[src/rtl/sr_shift_reg_pkg.sv]
// Shared definitions for the SR / shift / load register.
// Configuration macro: SR_SHIFT_REG_TOGGLE_EN. When it is defined, s=1,r=1 in
// SR mode toggles the bit (JK behaviour). When it is not defined, reset wins.
package sr_shift_reg_pkg;

    // Operation select encodings for the mode port.
    typedef enum logic [1:0] {
        MODE_HOLD  = 2'b00,
        MODE_SR    = 2'b01,
        MODE_SHIFT = 2'b10,
        MODE_LOAD  = 2'b11
    } mode_e;

    // Legal register width range.
    localparam int unsigned SR_WIDTH_MIN = 2;
    localparam int unsigned SR_WIDTH_MAX = 64;

    // Next state of a single SR bit. The s=1,r=1 case is the only
    // configuration-dependent behaviour in the block.
    function automatic logic sr_resolve(input logic q, input logic s, input logic r);
        logic nxt;
        nxt = q;
        case ({s, r})
            2'b10: nxt = 1'b1;
            2'b01: nxt = 1'b0;
            2'b11: begin
`ifdef SR_SHIFT_REG_TOGGLE_EN
                nxt = ~q;
`else
                nxt = 1'b0;
`endif
            end
            default: nxt = q;
        endcase
        return nxt;
    endfunction

endpackage

[src/rtl/sr_bit_cell.sv]
// Per-bit SR next-state cell; purely combinational, holds no state.
// s=1,r=1 handling depends on SR_SHIFT_REG_TOGGLE_EN (see the package).
module sr_bit_cell
    import sr_shift_reg_pkg::*;
(
    input  logic q,
    input  logic s,
    input  logic r,
    output logic next
);

    // Resolve the set/reset request against the current bit value.
    always_comb begin
        next = sr_resolve(q, s, r);
    end

endmodule

[src/rtl/sr_shift_reg.sv]
// Multi-mode register: hold, per-bit SR, serial shift-left, parallel load.
// Outputs q, qi (complement), sout and the changed pulse are all registered;
// reset is asynchronous and active-high.
// Configuration macro: SR_SHIFT_REG_TOGGLE_EN selects JK-style toggle for
// s=1,r=1 in SR mode; the default build resolves that case reset-dominant.
module sr_shift_reg
    import sr_shift_reg_pkg::*;
#(
    parameter int unsigned       WIDTH   = 8,
    parameter logic [WIDTH-1:0]  RST_VAL = '0
) (
    input  logic             clk,
    input  logic             rst,
    input  logic             en,
    input  logic [1:0]       mode,
    input  logic [WIDTH-1:0] s,
    input  logic [WIDTH-1:0] r,
    input  logic [WIDTH-1:0] d,
    input  logic             sin,
    output logic [WIDTH-1:0] q,
    output logic [WIDTH-1:0] qi,
    output logic             sout,
    output logic             changed
);

    if (WIDTH < SR_WIDTH_MIN || WIDTH > SR_WIDTH_MAX) begin : g_width_check
        $error("sr_shift_reg: WIDTH out of range");
    end

    logic [WIDTH-1:0] q_q;
    logic [WIDTH-1:0] q_d;
    logic [WIDTH-1:0] qi_q;
    logic             sout_q;
    logic             sout_d;
    logic             changed_q;
    logic             changed_d;
    logic [WIDTH-1:0] sr_next;
    mode_e            mode_sel;

    assign mode_sel = mode_e'(mode);

    // One combinational SR cell per bit, all fed from the registered state.
    for (genvar i = 0; i < WIDTH; i++) begin : g_cell
        sr_bit_cell u_cell (
            .q    (q_q[i]),
            .s    (s[i]),
            .r    (r[i]),
            .next (sr_next[i])
        );
    end

    // Next-state selection: en low or HOLD keeps everything; sout moves only on SHIFT.
    always_comb begin
        q_d    = q_q;
        sout_d = sout_q;
        if (en) begin
            case (mode_sel)
                MODE_SR: begin
                    q_d = sr_next;
                end
                MODE_SHIFT: begin
                    q_d    = {q_q[WIDTH-2:0], sin};
                    sout_d = q_q[WIDTH-1];
                end
                MODE_LOAD: begin
                    q_d = d;
                end
                default: begin
                    q_d = q_q;
                end
            endcase
        end
        // Pulse only on a real value change, so reloading the same value is silent.
        changed_d = (q_d != q_q);
    end

    // State registers; qi is registered from the same next state so it never lags q.
    always_ff @(posedge clk or posedge rst) begin
        if (rst) begin
            q_q       <= RST_VAL;
            qi_q      <= ~RST_VAL;
            sout_q    <= 1'b0;
            changed_q <= 1'b0;
        end else begin
            q_q       <= q_d;
            qi_q      <= ~q_d;
            sout_q    <= sout_d;
            changed_q <= changed_d;
        end
    end

    assign q       = q_q;
    assign qi      = qi_q;
    assign sout    = sout_q;
    assign changed = changed_q;

endmodule
[config.mk]
export PLATFORM = sky130hd
export DESIGN_NAME = sr_shift_reg
export DESIGN_NICKNAME = d
export VERILOG_FILES = /design/src/rtl/sr_shift_reg_pkg.sv /design/src/rtl/sr_bit_cell.sv /design/src/rtl/sr_shift_reg.sv
export SDC_FILE = /design/constraint.sdc
export NUM_CORES = 1
export LEC_CHECK = 0
export ABC_AREA = 1
export CAP_MARGIN = 20
export CORE_UTILIZATION = 39
export CTS_BUF_LIST = sky130_fd_sc_hd__clkbuf_4
export DETAILED_ROUTE_END_ITERATION = 8
export HOLD_SLACK_MARGIN = 0.08
export PLACE_DENSITY = 0.77
export SYNTH_ARGS = -nofsm -noshare
export SYNTH_HDL_FRONTEND = slang
export SYNTH_HIERARCHICAL = 1
export SYNTH_SLANG_ARGS = --single-unit
[constraint.sdc]
create_clock -name clk -period 1.13 [get_ports clk]
set_clock_uncertainty 0.05 [all_clocks]
set_input_delay 0.1695 -clock clk [delete_from_list [all_inputs] [get_ports clk]]
set_output_delay 0.1695 -clock clk [all_outputs]
set_load 0.1 [all_outputs]
==> reports/summary.txt, run 1 <==
unrepaired setup endpoints after global routing: true
routed via count: 1538
Seq. cell area: 492 um^2
Antenna Nets Post-Route: 0
WL/cell: 13.7 um
sequential share of power: 27.0%
worst-path fanout max: 3
WP buf/inv: 2
Port Buffers: 47
reg2reg start: q[6]
final worst-path setup slack: -0.412 ns
Peak Freq: 649 MHz
hold_ws: 0.102 ns
worst-path cell chain: nor2_4, nor2_1, inv_1, nor2_1, nor2_1, nand2_1, nand3_1, nand2_1, inv_1, nand2_1, nor2_2, nand2_1
die height: 55.8 um
relative slew slack: 84.5%
Fillers: 140
CTS Sinks: 18
FF+latch count, synth: 18
cell taking the most area after synthesis: dfrtp_1
nets: 299
DP Area: 2100 um^2
Clock Power Share: 11.3%
Top cell by count, worst path: nand2_1
Post-Route WL: 4110 um
DP HPWL: 2460 um
P&R area growth vs syn: 110%
Syn Inst Count: 174
Tcrit/Tclk final: 136%
Net Sw Frac: 46.0%
CP delay by family, top: simple AND/OR/NAND/NOR gates
reg-to-reg endpoint: changed
Die Area: 3110 um^2
die extent in x: 55.8 um
multi-input logic area: 607 um^2
type of origin of the critical path: flip-flop
syn nets: 204
Inst Count DP: 283
top-area cell type share of the netlist area: 22.2%
Arrival @ worst endpoint: 1.71 ns
Max-Cap Viols: 0
Reg clk slew, reported paths: 0.12 ns
CTS Buf Count: 3
slowest cell on the critical path: dfrtp_4
synthesized area: 1130 um^2
worst hold path class: input port to async pin
htree depth: 1
CP peak stage delay: 0.52 ns
crit end category: flip-flop
Worst R2R Setup Slack: -0.41 ns
synth warn: 6
Rows: 19
Non-Filler Instances: 299
violated checks: negative setup slack
Psw: 1.56 mW
Peak supply drop: 0.00143 V
initial DRC count: 45
Final min period: 1.54 ns
n_diodes: 0
Clock Latency Late Sink: 0.31 ns
Comb power frac: 61.8%
endpoints failing setup: 34
Longest Clk Path Bufs: 2
Worst EP required: 1.30 ns
Tightest Pin Transition: 0.231 ns
Netlist cell types: 13
R2R cell count: 12
P_leak: 1.22 nW
share of layout cells above drive strength 1: 44.8%
vias in the first global route: 1446
Final Hold Fails: 0
Final Core Density: 85.7%
Starting Density: 40.9%
pin count of the biggest net entering global routing: 19
Root Driver: clkbuf_4
GRT overflow: 0
Seq/Total Area, Yosys: 40.8%
I/O pin cnt: 48
PD cells: 1440 nW/um^2
cts hold-fix bufs: 0
CTS tree: yes
post-DR vias/cell: 5.14
Post-Syn Area per Cell: 6.48 um^2
final slew viol count: 0
Detailed Routing Iterations Pass 1: 5
core area: 2760 um^2
first-pass GRT wire length: 6090 um
Internal: 1.83 mW
gpl congestion: 0.869
status: finished with violations
Synth area leaders: dfrtp_1 22%, dfstp_2 19%, nand2_1 14%
final instance area: 2360 um^2
DRC violations left: 0
Crit Path Class: flip-flop to flip-flop
initial antenna violation count: 0
total power: 3.39 mW
gr usage total: 24.7%
-- cell usage after synthesis --
cell type	number
o21ai_1	2
nand4_1	4
nand2_1	42
nand3_1	29
nand2_2	3
inv_1	35
nand2_4	2
inv_2	3
dfrtp_1	10
dfstp_2	8
o21ai_0	5
nor2_1	28
buf_2	3
-- cell usage in the layout, fill, tap and decap left out, types with 4 or more instances in the layout --
cell             instances
clkdlybuf4s50_1         27
nand3_1                 27
dfstp_2                  8
nand4_1                  4
nand2_1                 38
dfrtp_4                  8
inv_1                   31
nand2_2                  7
clkbuf_4                 4
buf_12                  19
o21ai_2                  6
buf_4                   31
buf_6                   13
nor2_1                  18
nor2_2                   8
inv_2                    7
-- sequential cells by signal, indices dropped and copies added (netlist names) --
signal,cells
q,8
sout,1
changed,1
qi,8
-- through the flow --
| step | setup WS (ns) | TNS (ns) |
|---|---|---|
| after floorplan | -0.361 | -2.57 |
| after global placement | -0.578 | -7.11 |
| after detailed placement | -0.628 | -7.69 |
| after CTS | -0.289 | -4.08 |
| after global routing | -0.503 | -6.88 |
| final | -0.412 | -5.24 |
-- cell families after synthesis --
family | Yosys count | synth area share, %
AND/OR/NAND/NOR | 108 | 42.1
flip-flops | 18 | 40.8
buffers and inverters | 41 | 14.0
AO/OA/AOI/OAI | 7 | 3.11
-- per-layer routing --
layer | share of wire (%) | GRT usage, % | vias to the layer above
met5 | 0 | 0 | -
met4 | 2.9 | 11.1 | 0
met3 | 6.8 | 2.56 | 19
met2 | 51 | 43.2 | 94
met1 | 40 | 30.5 | 707
li1 | - | - | 718
-- power by group through the flow --
stage / clock network [mW] / logic [mW] / registers, mW
after detailed placement: 0 / 1.88 / 0.907
final: 0.383 / 2.09 / 0.914
after global placement: 0 / 1.86 / 0.903
after floorplan: 0 / 0.299 / 1.64
after global routing: 0.409 / 2.18 / 0.926
after CTS: 0.383 / 1.99 / 0.902
-- repair_timing --
action	in CTS	in global routing
resized for setup	27	22
pin swaps	4	20
setup buffers	7	7
setup endpoints to repair	35	36
-- tightest hold or removal path, stage by stage --
cell and delay, ns:
clkdlybuf4s50_1 0.40, inv_1 0.09, buf_12 0.16
-- layout make-up --
cell class              count  area share (%)
repair buffers             93            44.5
multi-input cells         115            25.7
flip-flops and latches     18            20.8
inverters                  38            6.04
well taps                  31            1.64
clock buffers               4            1.27
-- worst max path at each step --
stage          startpoint       to  slack (ns)  cells past startpoint
2_1_floorplan        q[6]  changed       -0.36                     12
4_1_cts              q[6]  changed       -0.29                     12
6_report             q[6]  changed       -0.41                     12
5_1_grt              q[6]  changed       -0.50                     12
3_5_place_dp      mode[0]  changed       -0.63                     11
3_3_place_gp      mode[0]  changed       -0.58                     11
No activity file was read; power rests on OpenSTA's default activity.
==> run 2, diff against run 1 <==
GPL_TIMING_DRIVEN = 0   (was not set)
==> run 2 against run 1 <==
The run still ends with negative setup slack left; sequential power grew 1%; cell count is 8.0% lower; combinational power is 7% lower; flip-flop and latch count did not move; die area is the same; first-iteration DRC count rose by 6.7%; critical path depth did not move; maximum frequency is 7.6% higher; total power fell by 5.5%; largest cell class unchanged.
==> reports/summary.txt, run 2 (same netlist as run 1, synthesis figures left out) <==
Arrival @ worst endpoint: 1.58 ns
commonest non-fill, non-tap cell in the layout: nand2_1
DP Area: 1660 um^2
Peak supply drop: 0.00139 V
pin count of the biggest net entering global routing: 19
Reg clk slew, reported paths: 0.11 ns
routed wl met3: 194 um
n_diodes: 0
CTS Sinks: 18
relative slew slack: 53.8%
Inst Count DP: 251
Final Core Density: 76.6%
Die Area: 3110 um^2
Starting Density: 40.9%
Non-Filler Instances: 275
setup_tns: -4.28 ns
Post-Route M1 WL: 1320 um
Root Driver: clkbuf_4
Final Hold Fails: 0
DP HPWL: 2040 um
CTS tree: yes
Rows: 19
Crit Path Class: flip-flop to flip-flop
worst hold path class: input port to async pin
CP delay by family, top: simple AND/OR/NAND/NOR gates
gpl congestion: 0.805
Final min period: 1.43 ns
metal2 WL: 1740 um
total power: 3.21 mW
endpoints failing setup: 30
Post-Route WL: 3290 um
WL/cell: 12.0 um
Longest Clk Path Bufs: 2
Clock Latency Late Sink: 0.30 ns
routed via count: 1339
die extent in x: 55.8 um
Detailed Routing Iterations Pass 1: 4
Peak Freq: 698 MHz
die height: 55.8 um
WP buf/inv: 2
worst-path cell chain: nor2_2, nor2_1, inv_1, nor2_1, nor2_1, nand2_1, nand3_1, nand2_1, inv_1, nand2_1, nor2_1, nand2_1
htree depth: 1
crit end category: flip-flop
Worst EP required: 1.28 ns
Max-Cap Viols: 0
final worst-path setup slack: -0.303 ns
Antenna Nets Post-Route: 0
nets: 275
type of origin of the critical path: flip-flop
initial antenna violation count: 0
Tightest Pin Transition: 0.693 ns
DRC violations left: 0
share of layout cells above drive strength 1: 35.7%
slowest cell on the critical path: dfrtp_4
top layer used by detailed routing: met4
unrepaired setup endpoints after global routing: true
initial DRC count: 48
Worst R2R Setup Slack: -0.30 ns
Port Buffers: 46
final instance area: 2110 um^2
CP peak stage delay: 0.50 ns
CTS Buf Count: 3
commonest cells after routing, fill and taps aside: 39 x nand2_1, 31 x inv_1, 28 x nand3_1
Fillers: 201
core area: 2760 um^2
gr usage total: 21.5%
status: finished with violations
I/O pin cnt: 48
vias in the first global route: 1233
post-DR vias/cell: 4.87
violated checks: negative setup slack
P_leak: 1.09 nW
Tcrit/Tclk final: 127%
PD cells: 1520 nW/um^2
final slew viol count: 0
P&R area growth vs syn: 87.5%
first-pass GRT wire length: 5210 um
cts hold-fix bufs: 0
GRT overflow: 0
worst-path fanout max: 3
run 2: cell types whose count changed in the layout (fill, tap and decap cells not counted), sizes merged:
cell / change
clkdlybuf4s50: -1
clkinv: +1
buf: -23
clkbuf: -1
run 2: area by class of cell:
cell class	count	area, um^2	area share, %
well taps	31	38.8	1.84
clock buffers	3	22.5	1.07
clock inverters	1	3.75	0.178
flip-flops and latches	18	492	23.3
multi-input cells	115	562	26.6
repair buffers	66	835	39.5
inverters	38	145	6.87
plain buffers	3	15.0	0.710
run 2: per-layer routing:
metal | vias up | GRT usage (%)
met3 | 6 | 3.26
met4 | 0 | 7.86
li1 | 669 | -
met1 | 615 | 25.3
met2 | 49 | 39.2
met5 | - | 0
run 2: through the flow:
stage / hold slack [ns] / worst slack, ns
after floorplan: 0.0523 / -0.361
after global placement: 0.430 / -0.758
after detailed placement: 0.436 / -0.764
after CTS: 0.234 / -0.284
after global routing: 0.252 / -0.433
final: 0.213 / -0.303
run 2: path summary, 6_finish.rpt:
| check | startpoint | to | cells after the start |
|---|---|---|---|
| hold / removal | rst | q[7] | 2 |
| max in group asynchronous | rst | q[4] | 2 |
| setup / recovery | q[6] | changed | 12 |
| setup reg to reg | q[6] | changed | 12 |
| hold reg to reg | sout | sout | 2 |
| min in group clk | mode[1] | qi[1] | 6 |
run 2: what timing repair did:
action	4_1_cts	5_1_grt
pin swaps	7	2
setup endpoints to repair	35	35
resized for setup	167	25
buffers inserted	14	7
run 2: power breakdown:
part	internal [mW]	leakage, nW	switching [mW]
registers	0.808	0.191	0.115
clock network	0.129	0.0154	0.214
logic	0.784	0.884	1.16
total	1.72	1.09	1.49
==> run 3, diff against run 2 <==
CORE_UTILIZATION = 38   (was 39)
CTS_BUF_LIST = not set   (was sky130_fd_sc_hd__clkbuf_4)
PLACE_DENSITY = 0.76   (was 0.77)
==> run 3 against run 2 <==
The flow still finishes with violations (negative setup slack); highest routed layer unchanged; largest cell class unchanged; utilization down 0.070 points; final area up 0.77%; total power up 2.0%; critical path depth unchanged; register-to-register slack worse by 0.09 ns; first-iteration DRC count down 38%; critical path type unchanged.
==> reports/summary.txt, run 3 (same netlist as run 1, synthesis figures left out) <==
status: finished with violations
violated checks: negative setup slack
P&R area growth vs syn: 88.9%
Critical Path Stages: 12
DP HPWL: 1980 um
share of layout cells above drive strength 1: 38.3%
Worst R2R Setup Slack: -0.39 ns
die height: 56.5 um
Die Area: 3190 um^2
core area: 2780 um^2
DP Area: 1660 um^2
worst-path cell chain: nor2_1, nor2_1, inv_1, nor2_1, nor2_1, nand2_1, nand3_1, nand2_1, inv_1, nand2_1, nor2_1, nand2_1
post-DR vias/cell: 4.81
Starting Density: 40.5%
Final min period: 1.52 ns
R2R cell count: 12
die extent in x: 56.5 um
endpoints failing setup: 32
Peak Freq: 658 MHz
crit end category: flip-flop
htree depth: 1
DRC violations left: 0
PD cells: 1540 nW/um^2
P_leak: 1.09 nW
reg-to-reg endpoint: changed
final slew viol count: 0
commonest non-fill, non-tap cell in the layout: nand2_1
setup_tns: -3.98 ns
Port Buffers: 46
Max-Cap Viols: 0
final instance area: 2130 um^2
Top cell by count, worst path: nor2_1
pin count of the biggest net entering global routing: 19
worst hold path class: input port to async pin
Antenna Nets Post-Route: 0
I/O pin cnt: 48
Root Driver: clkbuf_4
gr usage total: 20.1%
commonest cells after routing, fill and taps aside: 39 x nand2_1, 31 x inv_1, 27 x nand3_1
CP peak stage delay: 0.50 ns
final worst-path setup slack: -0.390 ns
WL/cell: 11.9 um
n_diodes: 0
initial antenna violation count: 0
CTS Sinks: 18
Worst EP required: 1.27 ns
Inst Count DP: 251
CTS Buf Count: 3
Post-Route WL: 3250 um
Tcrit/Tclk final: 135%
vias in the first global route: 1153
routed via count: 1319
Longest Clk Path Bufs: 2
type of origin of the critical path: flip-flop
WP buf/inv: 2
relative slew slack: 53.4%
Reg clk slew, reported paths: 0.12 ns
Arrival @ worst endpoint: 1.66 ns
worst-path fanout max: 3
CP delay by family, top: simple AND/OR/NAND/NOR gates
nets: 274
reg2reg start: q[6]
initial DRC count: 30
Rows: 19
Detailed Routing Iterations Pass 1: 4
Crit Path Class: flip-flop to flip-flop
CTS tree: yes
Tightest Pin Transition: 0.698 ns
Non-Filler Instances: 274
GRT overflow: 0
first-pass GRT wire length: 4950 um
gpl congestion: 0.787
Final Hold Fails: 0
Clock Latency Late Sink: 0.30 ns
Peak supply drop: 0.00140 V
slowest cell on the critical path: dfrtp_4
unrepaired setup endpoints after global routing: true
worst slack, placed: -0.782 ns
==> run 3: cell type report <==
cell class,count,area [um^2]
buffer,3,15.0
clock buffer,4,36.3
fill,193,652
inverter,38,145
multi-input combinational,115,586
sequential,18,492
tap,31,38.8
timing repair buffer,65,817
==> run 3: worst max path at each step <==
stage                        from       to  slack (ns)
after CTS                    q[1]  changed       -0.32
after floorplan              q[6]  changed       -0.36
final                        q[6]  changed       -0.39
after global placement    mode[0]  changed       -0.76
after detailed placement  mode[0]  changed       -0.78
after global routing         q[5]  changed       -0.52
==> run 3: per-stage QoR <==
stage / util (%) / hold WS, ns / power [mW]
finish: 76.6 / 0.211 / 3.27
global route: 76.6 / 0.262 / 3.42
CTS: 70.4 / 0.240 / 3.08
detailed placement: 59.6 / 0.434 / 2.31
global placement: 59.6 / 0.432 / 2.30
floorplan: - / 0.0523 / 1.94
==> run 3: timing repair <==
action                                  4_1_cts  5_1_grt
resized for setup                           165       38
hold buffers                                  0        0
pin swaps                                     4       15
endpoints found under the setup margin       35       35
gates cloned                                  0        0
setup buffers                                12        8
==> run 3: metal layers <==
| metal | track usage [%] | vias to the layer above | routed length (um) |
|---|---|---|---|
| met5 | 0 | - | 0 |
| met4 | 8.01 | 0 | 42 |
| met3 | 3.23 | 5 | 200 |
| met1 | 25.8 | 591 | 1280 |
| met2 | 33.6 | 56 | 1730 |
| li1 | - | 667 | - |
==> run 3: power by group <==
part           switching [mW]  internal, mW  total, mW
combinational            1.17         0.770       1.94
clock                   0.221         0.196      0.417
sequential              0.109         0.808      0.917
